`config.mk`:
```
export PLATFORM = sky130hd
export DESIGN_NAME = dcache_nway_flat
export DESIGN_NICKNAME = d
export VERILOG_FILES = /design/src/rtl/dcache_nway_if.sv /design/src/rtl/dcache_nway.sv /design/src/flat_wrapper.sv
export SDC_FILE = /design/constraint.sdc
export NUM_CORES = 2
export LEC_CHECK = 0
export ABC_AREA = 0
export BUFFER_PORTS_ARGS = -buffer_cell sky130_fd_sc_hd__buf_2
export CAP_MARGIN = 20
export CORE_ASPECT_RATIO = 1.5
export CORE_MARGIN = 2
export CORE_UTILIZATION = 50
export CTS_BUF_LIST = sky130_fd_sc_hd__clkbuf_16
export CTS_CLUSTER_SIZE = 30
export DETAILED_ROUTE_END_ITERATION = 6
export GPL_ROUTABILITY_DRIVEN = 0
export PLACE_DENSITY = 0.66
export SLEW_MARGIN = 0
export SYNTH_ARGS = -nofsm -noshare
export SYNTH_HDL_FRONTEND = slang
export SYNTH_SLANG_ARGS = --single-unit
export TNS_END_PERCENT = 5
```
`constraint.sdc`:
```
create_clock -name CLK -period 6.86 [get_ports CLK]
set_input_delay 1.372 -clock CLK [delete_from_list [all_inputs] [get_ports CLK]]
set_output_delay 1.372 -clock CLK [all_outputs]
set_load 0.01 [all_outputs]
```
`src/rtl/dcache_nway_if.sv`:
```
// Datapath and memory-controller signal bundle for dcache_nway.
interface dcache_nway_if;
  logic        dmemREN;
  logic        dmemWEN;
  logic [31:0] dmemaddr;
  logic [31:0] dmemstore;
  logic        halt;
  logic        dhit;
  logic [31:0] dmemload;
  logic        flushed;
  logic [31:0] hit_count;
  logic [31:0] miss_count;
  logic        dwait;
  logic [31:0] dload;
  logic        dREN;
  logic        dWEN;
  logic [31:0] daddr;
  logic [31:0] dstore;

  // Cache side
  modport slave (
    input  dmemREN, dmemWEN, dmemaddr, dmemstore, halt, dwait, dload,
    output dhit, dmemload, flushed, hit_count, miss_count, dREN, dWEN, daddr, dstore
  );

  // Datapath / memory side
  modport master (
    output dmemREN, dmemWEN, dmemaddr, dmemstore, halt, dwait, dload,
    input  dhit, dmemload, flushed, hit_count, miss_count, dREN, dWEN, daddr, dstore
  );
endinterface

```
`src/rtl/dcache_nway.sv`:
```
// Parametrised write-back, write-allocate, true-LRU data cache with flush sequencer.
module dcache_nway #(
  parameter int unsigned NSETS  = 8,
  parameter int unsigned NWAYS  = 2,
  parameter int unsigned NWORDS = 2
) (
  input  logic          CLK,
  input  logic          nRST,
  dcache_nway_if.slave  cif
);
  localparam int unsigned IX  = $clog2(NSETS);
  localparam int unsigned BO  = $clog2(NWORDS);
  localparam int unsigned TW  = 30 - BO - IX;
  localparam int unsigned WW  = (NWAYS > 1) ? $clog2(NWAYS) : 1;
  localparam int unsigned AW  = WW;
  localparam int unsigned BW  = (NWORDS > 1) ? BO : 1;
  localparam int unsigned IXS = 2 + BO;
  localparam int unsigned TGS = 2 + BO + IX;

  typedef enum logic [2:0] {IDLE, WB, FETCH, FLUSH, DONE} state_t;

  state_t state, state_n;

  logic          valid_q [NSETS][NWAYS];
  logic          dirty_q [NSETS][NWAYS];
  logic [TW-1:0] tag_q   [NSETS][NWAYS];
  logic [AW-1:0] age_q   [NSETS][NWAYS];
  logic [31:0]   data_q  [NSETS][NWAYS][NWORDS];

  logic [BW-1:0] w_q;
  logic [WW-1:0] vic_q;
  logic [IX-1:0] fset_q;
  logic [WW-1:0] fway_q;
  logic          refill_q;
  logic [31:0]   hit_cnt_q;
  logic [31:0]   miss_cnt_q;

  logic [TW-1:0] req_tag;
  logic [IX-1:0] req_ix;
  logic [BW-1:0] req_w;
  logic          req;
  logic          hit;
  logic [WW-1:0] hit_way;
  logic          vic_found;
  logic [WW-1:0] vic_way;
  logic          w_last;
  logic          line_last;
  logic          fl_dirty;
  logic          dhit_c;
  logic          dren_c;
  logic          dwen_c;
  logic [31:0]   daddr_c;
  logic [31:0]   dstore_c;

  function automatic logic [31:0] mk_addr(input logic [TW-1:0] t, input logic [IX-1:0] s,
                                          input logic [BW-1:0] w);
    mk_addr = (32'(t) << TGS) | (32'(s) << IXS) | (32'(w) << 2);
  endfunction

  assign req_tag   = TW'(cif.dmemaddr >> TGS);
  assign req_ix    = IX'(cif.dmemaddr >> IXS);
  assign req_w     = BW'((cif.dmemaddr >> 2) & 32'(NWORDS - 1));
  assign req       = cif.dmemREN | cif.dmemWEN;
  assign w_last    = (w_q == BW'(NWORDS - 1));
  assign line_last = (fset_q == IX'(NSETS - 1)) && (fway_q == WW'(NWAYS - 1));
  assign fl_dirty  = valid_q[fset_q][fway_q] & dirty_q[fset_q][fway_q];

  // Tag lookup and victim choice: first invalid way, else the oldest way
  always_comb begin
    hit       = 1'b0;
    hit_way   = '0;
    vic_found = 1'b0;
    vic_way   = '0;
    for (int i = 0; i < int'(NWAYS); i++) begin
      if (valid_q[req_ix][i] && (tag_q[req_ix][i] == req_tag)) begin
        hit     = 1'b1;
        hit_way = WW'(i);
      end
    end
    for (int i = 0; i < int'(NWAYS); i++) begin
      if (!vic_found && !valid_q[req_ix][i]) begin
        vic_found = 1'b1;
        vic_way   = WW'(i);
      end
    end
    if (!vic_found) begin
      for (int i = 0; i < int'(NWAYS); i++) begin
        if (age_q[req_ix][i] == AW'(NWAYS - 1)) vic_way = WW'(i);
      end
    end
  end

  // State register
  always_ff @(posedge CLK or negedge nRST) begin
    if (!nRST) state <= IDLE;
    else       state <= state_n;
  end

  // Next state and bus outputs
  always_comb begin
    state_n  = state;
    dhit_c   = 1'b0;
    dren_c   = 1'b0;
    dwen_c   = 1'b0;
    daddr_c  = '0;
    dstore_c = '0;
    case (state)
      IDLE: begin
        if (cif.halt) begin
          state_n = FLUSH;
        end else if (req) begin
          if (hit) begin
            dhit_c = 1'b1;
          end else if (valid_q[req_ix][vic_way] && dirty_q[req_ix][vic_way]) begin
            state_n = WB;
          end else begin
            state_n = FETCH;
          end
        end
      end
      WB: begin
        dwen_c   = 1'b1;
        daddr_c  = mk_addr(tag_q[req_ix][vic_q], req_ix, w_q);
        dstore_c = data_q[req_ix][vic_q][w_q];
        if (!cif.dwait && w_last) state_n = FETCH;
      end
      FETCH: begin
        dren_c  = 1'b1;
        daddr_c = mk_addr(req_tag, req_ix, w_q);
        if (!cif.dwait && w_last) state_n = IDLE;
      end
      FLUSH: begin
        if (fl_dirty) begin
          dwen_c   = 1'b1;
          daddr_c  = mk_addr(tag_q[fset_q][fway_q], fset_q, w_q);
          dstore_c = data_q[fset_q][fway_q][w_q];
          if (!cif.dwait && w_last && line_last) state_n = DONE;
        end else if (line_last) begin
          state_n = DONE;
        end
      end
      DONE:    state_n = DONE;
      default: state_n = IDLE;
    endcase
  end

  // Line storage, LRU ages, burst/flush counters and statistics
  always_ff @(posedge CLK or negedge nRST) begin
    if (!nRST) begin
      for (int s = 0; s < int'(NSETS); s++) begin
        for (int i = 0; i < int'(NWAYS); i++) begin
          valid_q[s][i] <= 1'b0;
          dirty_q[s][i] <= 1'b0;
          tag_q[s][i]   <= '0;
          age_q[s][i]   <= AW'(i);
          for (int k = 0; k < int'(NWORDS); k++) data_q[s][i][k] <= '0;
        end
      end
      w_q        <= '0;
      vic_q      <= '0;
      fset_q     <= '0;
      fway_q     <= '0;
      refill_q   <= 1'b0;
      hit_cnt_q  <= '0;
      miss_cnt_q <= '0;
    end else begin
      case (state)
        IDLE: begin
          refill_q <= 1'b0;
          if (cif.halt) begin
            w_q    <= '0;
            fset_q <= '0;
            fway_q <= '0;
          end else if (req) begin
            if (hit) begin
              if (cif.dmemWEN) begin
                data_q[req_ix][hit_way][req_w] <= cif.dmemstore;
                dirty_q[req_ix][hit_way]       <= 1'b1;
              end
              for (int i = 0; i < int'(NWAYS); i++) begin
                if (WW'(i) == hit_way)
                  age_q[req_ix][i] <= '0;
                else if (age_q[req_ix][i] < age_q[req_ix][hit_way])
                  age_q[req_ix][i] <= age_q[req_ix][i] + AW'(1);
              end
              if (!refill_q && (hit_cnt_q != '1)) hit_cnt_q <= hit_cnt_q + 32'd1;
            end else begin
              vic_q <= vic_way;
              w_q   <= '0;
              if (miss_cnt_q != '1) miss_cnt_q <= miss_cnt_q + 32'd1;
            end
          end
        end
        WB: begin
          if (!cif.dwait) begin
            if (w_last) begin
              w_q                    <= '0;
              dirty_q[req_ix][vic_q] <= 1'b0;
            end else begin
              w_q <= w_q + BW'(1);
            end
          end
        end
        FETCH: begin
          if (!cif.dwait) begin
            data_q[req_ix][vic_q][w_q] <= cif.dload;
            if (w_last) begin
              w_q                    <= '0;
              valid_q[req_ix][vic_q] <= 1'b1;
              dirty_q[req_ix][vic_q] <= 1'b0;
              tag_q[req_ix][vic_q]   <= req_tag;
              refill_q               <= 1'b1;
            end else begin
              w_q <= w_q + BW'(1);
            end
          end
        end
        FLUSH: begin
          if (!fl_dirty || (!cif.dwait && w_last)) begin
            w_q <= '0;
            if (fl_dirty) dirty_q[fset_q][fway_q] <= 1'b0;
            if (fway_q == WW'(NWAYS - 1)) begin
              fway_q <= '0;
              fset_q <= fset_q + IX'(1);
            end else begin
              fway_q <= fway_q + WW'(1);
            end
          end else if (!cif.dwait) begin
            w_q <= w_q + BW'(1);
          end
        end
        default: ;
      endcase
    end
  end

  assign cif.dhit       = dhit_c;
  assign cif.dmemload   = dhit_c ? data_q[req_ix][hit_way][req_w] : '0;
  assign cif.flushed    = (state == DONE);
  assign cif.hit_count  = hit_cnt_q;
  assign cif.miss_count = miss_cnt_q;
  assign cif.dREN       = dren_c;
  assign cif.dWEN       = dwen_c;
  assign cif.daddr      = daddr_c;
  assign cif.dstore     = dstore_c;
endmodule

```
`src/flat_wrapper.sv`:
```
// flat-port wrapper written by rule: the top's interface ports become plain ports
module dcache_nway_flat 
#(
  parameter int unsigned NSETS  = 8,
  parameter int unsigned NWAYS  = 2,
  parameter int unsigned NWORDS = 2
)
  (CLK, nRST, cif_dmemREN, cif_dmemWEN, cif_dmemaddr, cif_dmemstore, cif_halt, cif_dwait, cif_dload, cif_dhit, cif_dmemload, cif_flushed, cif_hit_count, cif_miss_count, cif_dREN, cif_dWEN, cif_daddr, cif_dstore);
  dcache_nway_if cif_i ();
  input  logic CLK;
  input  logic nRST;
  input wire logic [$bits(cif_i.dmemREN)-1:0] cif_dmemREN;
  input wire logic [$bits(cif_i.dmemWEN)-1:0] cif_dmemWEN;
  input wire logic [$bits(cif_i.dmemaddr)-1:0] cif_dmemaddr;
  input wire logic [$bits(cif_i.dmemstore)-1:0] cif_dmemstore;
  input wire logic [$bits(cif_i.halt)-1:0] cif_halt;
  input wire logic [$bits(cif_i.dwait)-1:0] cif_dwait;
  input wire logic [$bits(cif_i.dload)-1:0] cif_dload;
  output wire logic [$bits(cif_i.dhit)-1:0] cif_dhit;
  output wire logic [$bits(cif_i.dmemload)-1:0] cif_dmemload;
  output wire logic [$bits(cif_i.flushed)-1:0] cif_flushed;
  output wire logic [$bits(cif_i.hit_count)-1:0] cif_hit_count;
  output wire logic [$bits(cif_i.miss_count)-1:0] cif_miss_count;
  output wire logic [$bits(cif_i.dREN)-1:0] cif_dREN;
  output wire logic [$bits(cif_i.dWEN)-1:0] cif_dWEN;
  output wire logic [$bits(cif_i.daddr)-1:0] cif_daddr;
  output wire logic [$bits(cif_i.dstore)-1:0] cif_dstore;
  assign cif_i.dmemREN = cif_dmemREN;
  assign cif_i.dmemWEN = cif_dmemWEN;
  assign cif_i.dmemaddr = cif_dmemaddr;
  assign cif_i.dmemstore = cif_dmemstore;
  assign cif_i.halt = cif_halt;
  assign cif_i.dwait = cif_dwait;
  assign cif_i.dload = cif_dload;
  assign cif_dhit = cif_i.dhit;
  assign cif_dmemload = cif_i.dmemload;
  assign cif_flushed = cif_i.flushed;
  assign cif_hit_count = cif_i.hit_count;
  assign cif_miss_count = cif_i.miss_count;
  assign cif_dREN = cif_i.dREN;
  assign cif_dWEN = cif_i.dWEN;
  assign cif_daddr = cif_i.daddr;
  assign cif_dstore = cif_i.dstore;
  dcache_nway #(.NSETS(NSETS), .NWAYS(NWAYS), .NWORDS(NWORDS)) u_core (.CLK(CLK), .nRST(nRST), .cif(cif_i));
endmodule
```
==> flow_summary.yaml <==
timing:
  tightest_slew_ns: 1.28
  finalCritPeriodShare_pct: 100
  skew_ns: 0.0534
  clock.fmax_mhz: 145
  finalSetupViolCount: 1
  relSlewSlack_pct: 14.4
  worst_slack_ns: -0.0271
  finalHoldViolations: 0
  rsz0062_at_grt: "no"
  maxSlewViolCount: 0
  period_needed_ns: 6.89
detailed_routing:
  totalWireLength_um: 392000
  routed_via_density: 7.75
  wl_per_cell_um: 38.2
  dr.pass1.iters: 7
  drtAntennaViolNets: 0
  drc: 25
  drt_iter0_drc: 14100
  num_vias: 79600
setup_path:
  critPathKind: "flop to primary output"
  startpoint: "u_core.fset_q[2]$_DFFE_PN0P_"
  crit_chain: "buf_4 -> nor3_2 -> buf_4 -> a22oi_1 -> nand2_1 -> a221oi_1 -> o21ai_0 -> nand2_1 -> o21ai_0 -> a22oi_1 -> nor2_1 -> buf_2"
  crit_buf_inv: 3
  cpPeakStageDelay_ns: 0.92
  crit_required_ns: 5.49
  endpoint_kind: "primary output"
  cpLargestDelayFamily: "compound AO/OA/AOI/OAI gates"
  cp_max_fo: 29
  cp_slowest_cell: "o21ai_0"
  arrival_ns: 5.52
  worstReg2RegStart: "u_core.state[1]$_DFFE_PN0P_"
  startpoint_type: "flop"
cells_and_area:
  layout_commonest_cell: "dfrtp_1"
  fin_area_um2: 93400
  drive_gt1_share_pct: 22.6
  utilization_pct: 56.9
  final_cell_mix: "dfrtp_1 (1548), a21oi_1 (804), nor2_1 (762)"
  stdcell_count: 10300
  area_delta_synth_final_pct: 12.9
  nets: 8007
global_route:
  grt_pass1_wl_um: 558000
  grt_max_degree: 185
  grt_pass1_vias: 78200
  antenna_found_initial: 61
  grt.overflow.total: 0
  gr-usage-all-layers_pct: 45.7
hold_path:
  min-delay-path-class: "flop to flop"
  holdCritStartpoint: "u_core.valid_q[13]$_DFFE_PN0P_"
power_and_ir_drop:
  leakage_uw: 0.0413
  p_sw_uw: 13300
  p_comb_share_pct: 34.8
  swShare_pct: 39.5
  p_int_uw: 20400
  power.density_nw_per_um2: 361
  clockPowerShare_pct: 25.8
  ir_worst_vdd_mv: 0.339
  p_seq_share_pct: 39.4
floorplan:
  dieArea_um2: 169000
  die_h_um: 502
  initial_core_util_pct: 50.4
  ioPinCount: 266
  core_area_um2: 164000
  placementRows: 182
  die_w_um: 336
logic_synthesis:
  ys_warn_count: 0
  synth_edf_count: 0
  syn_area_um2: 82800
  synthDistinctLibCells: 87
  synthCells: 7793
  async_reset_ff_share_pct: 100
  synth_seq_area_share_pct: 47.2
  synth.avg_cell_area_um2: 10.6
  ys_dominant_reg_cell: "dfrtp_1"
  ys_seq_elements: 1562
placed_design:
  io_buffers: 261
  hpwlAfterDp_um: 242000
  dp_cells: 9952
  dpl-instance-area_um2: 88300
clocking:
  cts.sinks: 1562
  cts_resized: 0
  clk_pin_slew_ns: 0.06
  clock_path_buffers: 3
  htree_levels: 4
  cts_setup_buffers: 0
  cts-root-buf: "clkbuf_16"
  cts_tree: "built"
  worstSkewPairLatency_ns: 0.88
  cts_made_buffers: 155
  holdBufCountCts: 0
status:
  violations: "design-rule violations, negative setup slack"
  status: "finished, violations left"
flow_run:
  max-cap-violations: 0
cells by family (layout without fill, tap and decap cells):
group                      Yosys count  after routing  share of synthesized area (%)
AOI/OAI and AO/OA                 2788           2788                           24.1
and+or+nand+nor                   1647           1647                           9.01
DFF                               1562           1562                           47.2
muxes                              915            915                           14.4
buffers and inverters              783           1008                           4.16
xor gates and xnor gates            93             93                          0.984
adders and majority gates            4              4                         0.0605
other                                1             46                        0.00453
metrics by stage:
step	hold WS [ns]	power, uW	setup slack [ns]	setup TNS [ns]
floorplan	0.451	19500	0.743	0
global placement	0.468	24000	0.175	0
detailed placement	0.472	24300	0.0982	0
CTS	0.486	32900	0.0980	0
global route	0.502	34500	0.00780	0
finish	0.486	33700	-0.0271	-0.0271
power by group through the flow:
stage | clock network [uW] | registers, uW | logic [uW]
2_1_floorplan | 0 | 12600 | 6910
3_3_place_gp | 0 | 13200 | 10900
3_5_place_dp | 0 | 13300 | 11000
4_1_cts | 8660 | 13100 | 11100
5_1_grt | 9040 | 13400 | 12000
6_report | 8700 | 13300 | 11700
state kept, by name, summed over array words and instances (netlist names):
| register | count |
|---|---|
| u_core.age_q | 16 |
| u_core.cif.hit_count | 32 |
| u_core.cif.miss_count | 32 |
| u_core.data_q | 1024 |
| u_core.dirty_q | 16 |
| u_core.fset_q | 3 |
| u_core.fway_q | 1 |
| u_core.refill_q | 1 |
| u_core.state | 3 |
| u_core.tag_q | 416 |
| u_core.valid_q | 16 |
| u_core.vic_q | 1 |
| u_core.w_last | 1 |
layer usage:
metal	wire length [um]	GRT usage, %	part of all wire [%]	up-vias
met4	44200	41.8	11	38
met3	61200	19.8	16	2651
met5	379	0.583	0.097	-
li1	-	-	-	30000
met1	125000	52.1	32	39100
met2	161000	64.3	41	7821
worst register-to-register path, cell delays in order (launching register included):
cell,delay [ns]
dfrtp_1,0.84
nand2_1,0.61
inv_1,0.87
nand2_1,0.36
nor2_4,0.76
o22ai_4,0.39
buf_12,0.30
nor2_8,0.51
buf_4,0.39
a2bb2oi_1,0.19
final timing paths:
path                                                   to  slack [ns]  depth (start not counted)
max in group asynchronous  u_core.data_q[220]$_DFFE_PN0P_        4.56                          2
max reg2reg                u_core.data_q[452]$_DFFE_PN0P_        1.53                          9
min in group asynchronous  u_core.data_q[582]$_DFFE_PN0P_        0.60                          1
min reg2reg                u_core.valid_q[13]$_DFFE_PN0P_        0.49                          1
min                        u_core.valid_q[13]$_DFFE_PN0P_        0.49                          1
max                                        cif_dstore[28]       -0.03                         12
layout make-up:
| type | count | area, um^2 |
|---|---|---|
| tap | 2208 | 2760 |
| multi-input combinational | 5449 | 40800 |
| clock inverter | 113 | 901 |
| inverter | 30 | 118 |
| fill | 14000 | 70800 |
| sequential | 1562 | 39100 |
| antenna | 44 | 110 |
| timing repair buffer | 703 | 5520 |
| clock buffer | 162 | 4050 |
synthesized netlist by cell type (all sizes together), types with 6 or more instances:
cell,instances,area share [%]
dfrtp,1554,47
nor2,813,3.9
a21oi,804,4.9
mux2,515,7.0
clkbuf,466,2.1
a22oi,450,4.1
nand2,338,1.5
buf,285,1.9
a221oi,277,3.6
o22a,275,2.9
o21ai,266,1.6
a2bb2oi,258,2.9
mux2i,229,2.8
o22ai,212,1.6
mux4,171,4.7
nand3,145,0.88
nor3,83,0.56
xnor2,63,0.67
nand4,60,0.45
nor4,55,0.45
a22o,49,0.52
a221o,38,0.46
a31oi,33,0.25
and3,33,0.25
nor2b,33,0.25
xor2,30,0.32
inv,27,0.12
a32oi,20,0.21
and2,16,0.12
o221ai,16,0.17
or2,16,0.12
nand2b,15,0.11
o211ai,15,0.14
and4,13,0.14
a222oi,12,0.15
o21a,10,0.10
o31ai,10,0.13
dfstp,8,0.25
a21boi,6,0.054
o41ai,6,0.063
No activity file was read; power rests on OpenSTA's default activity.
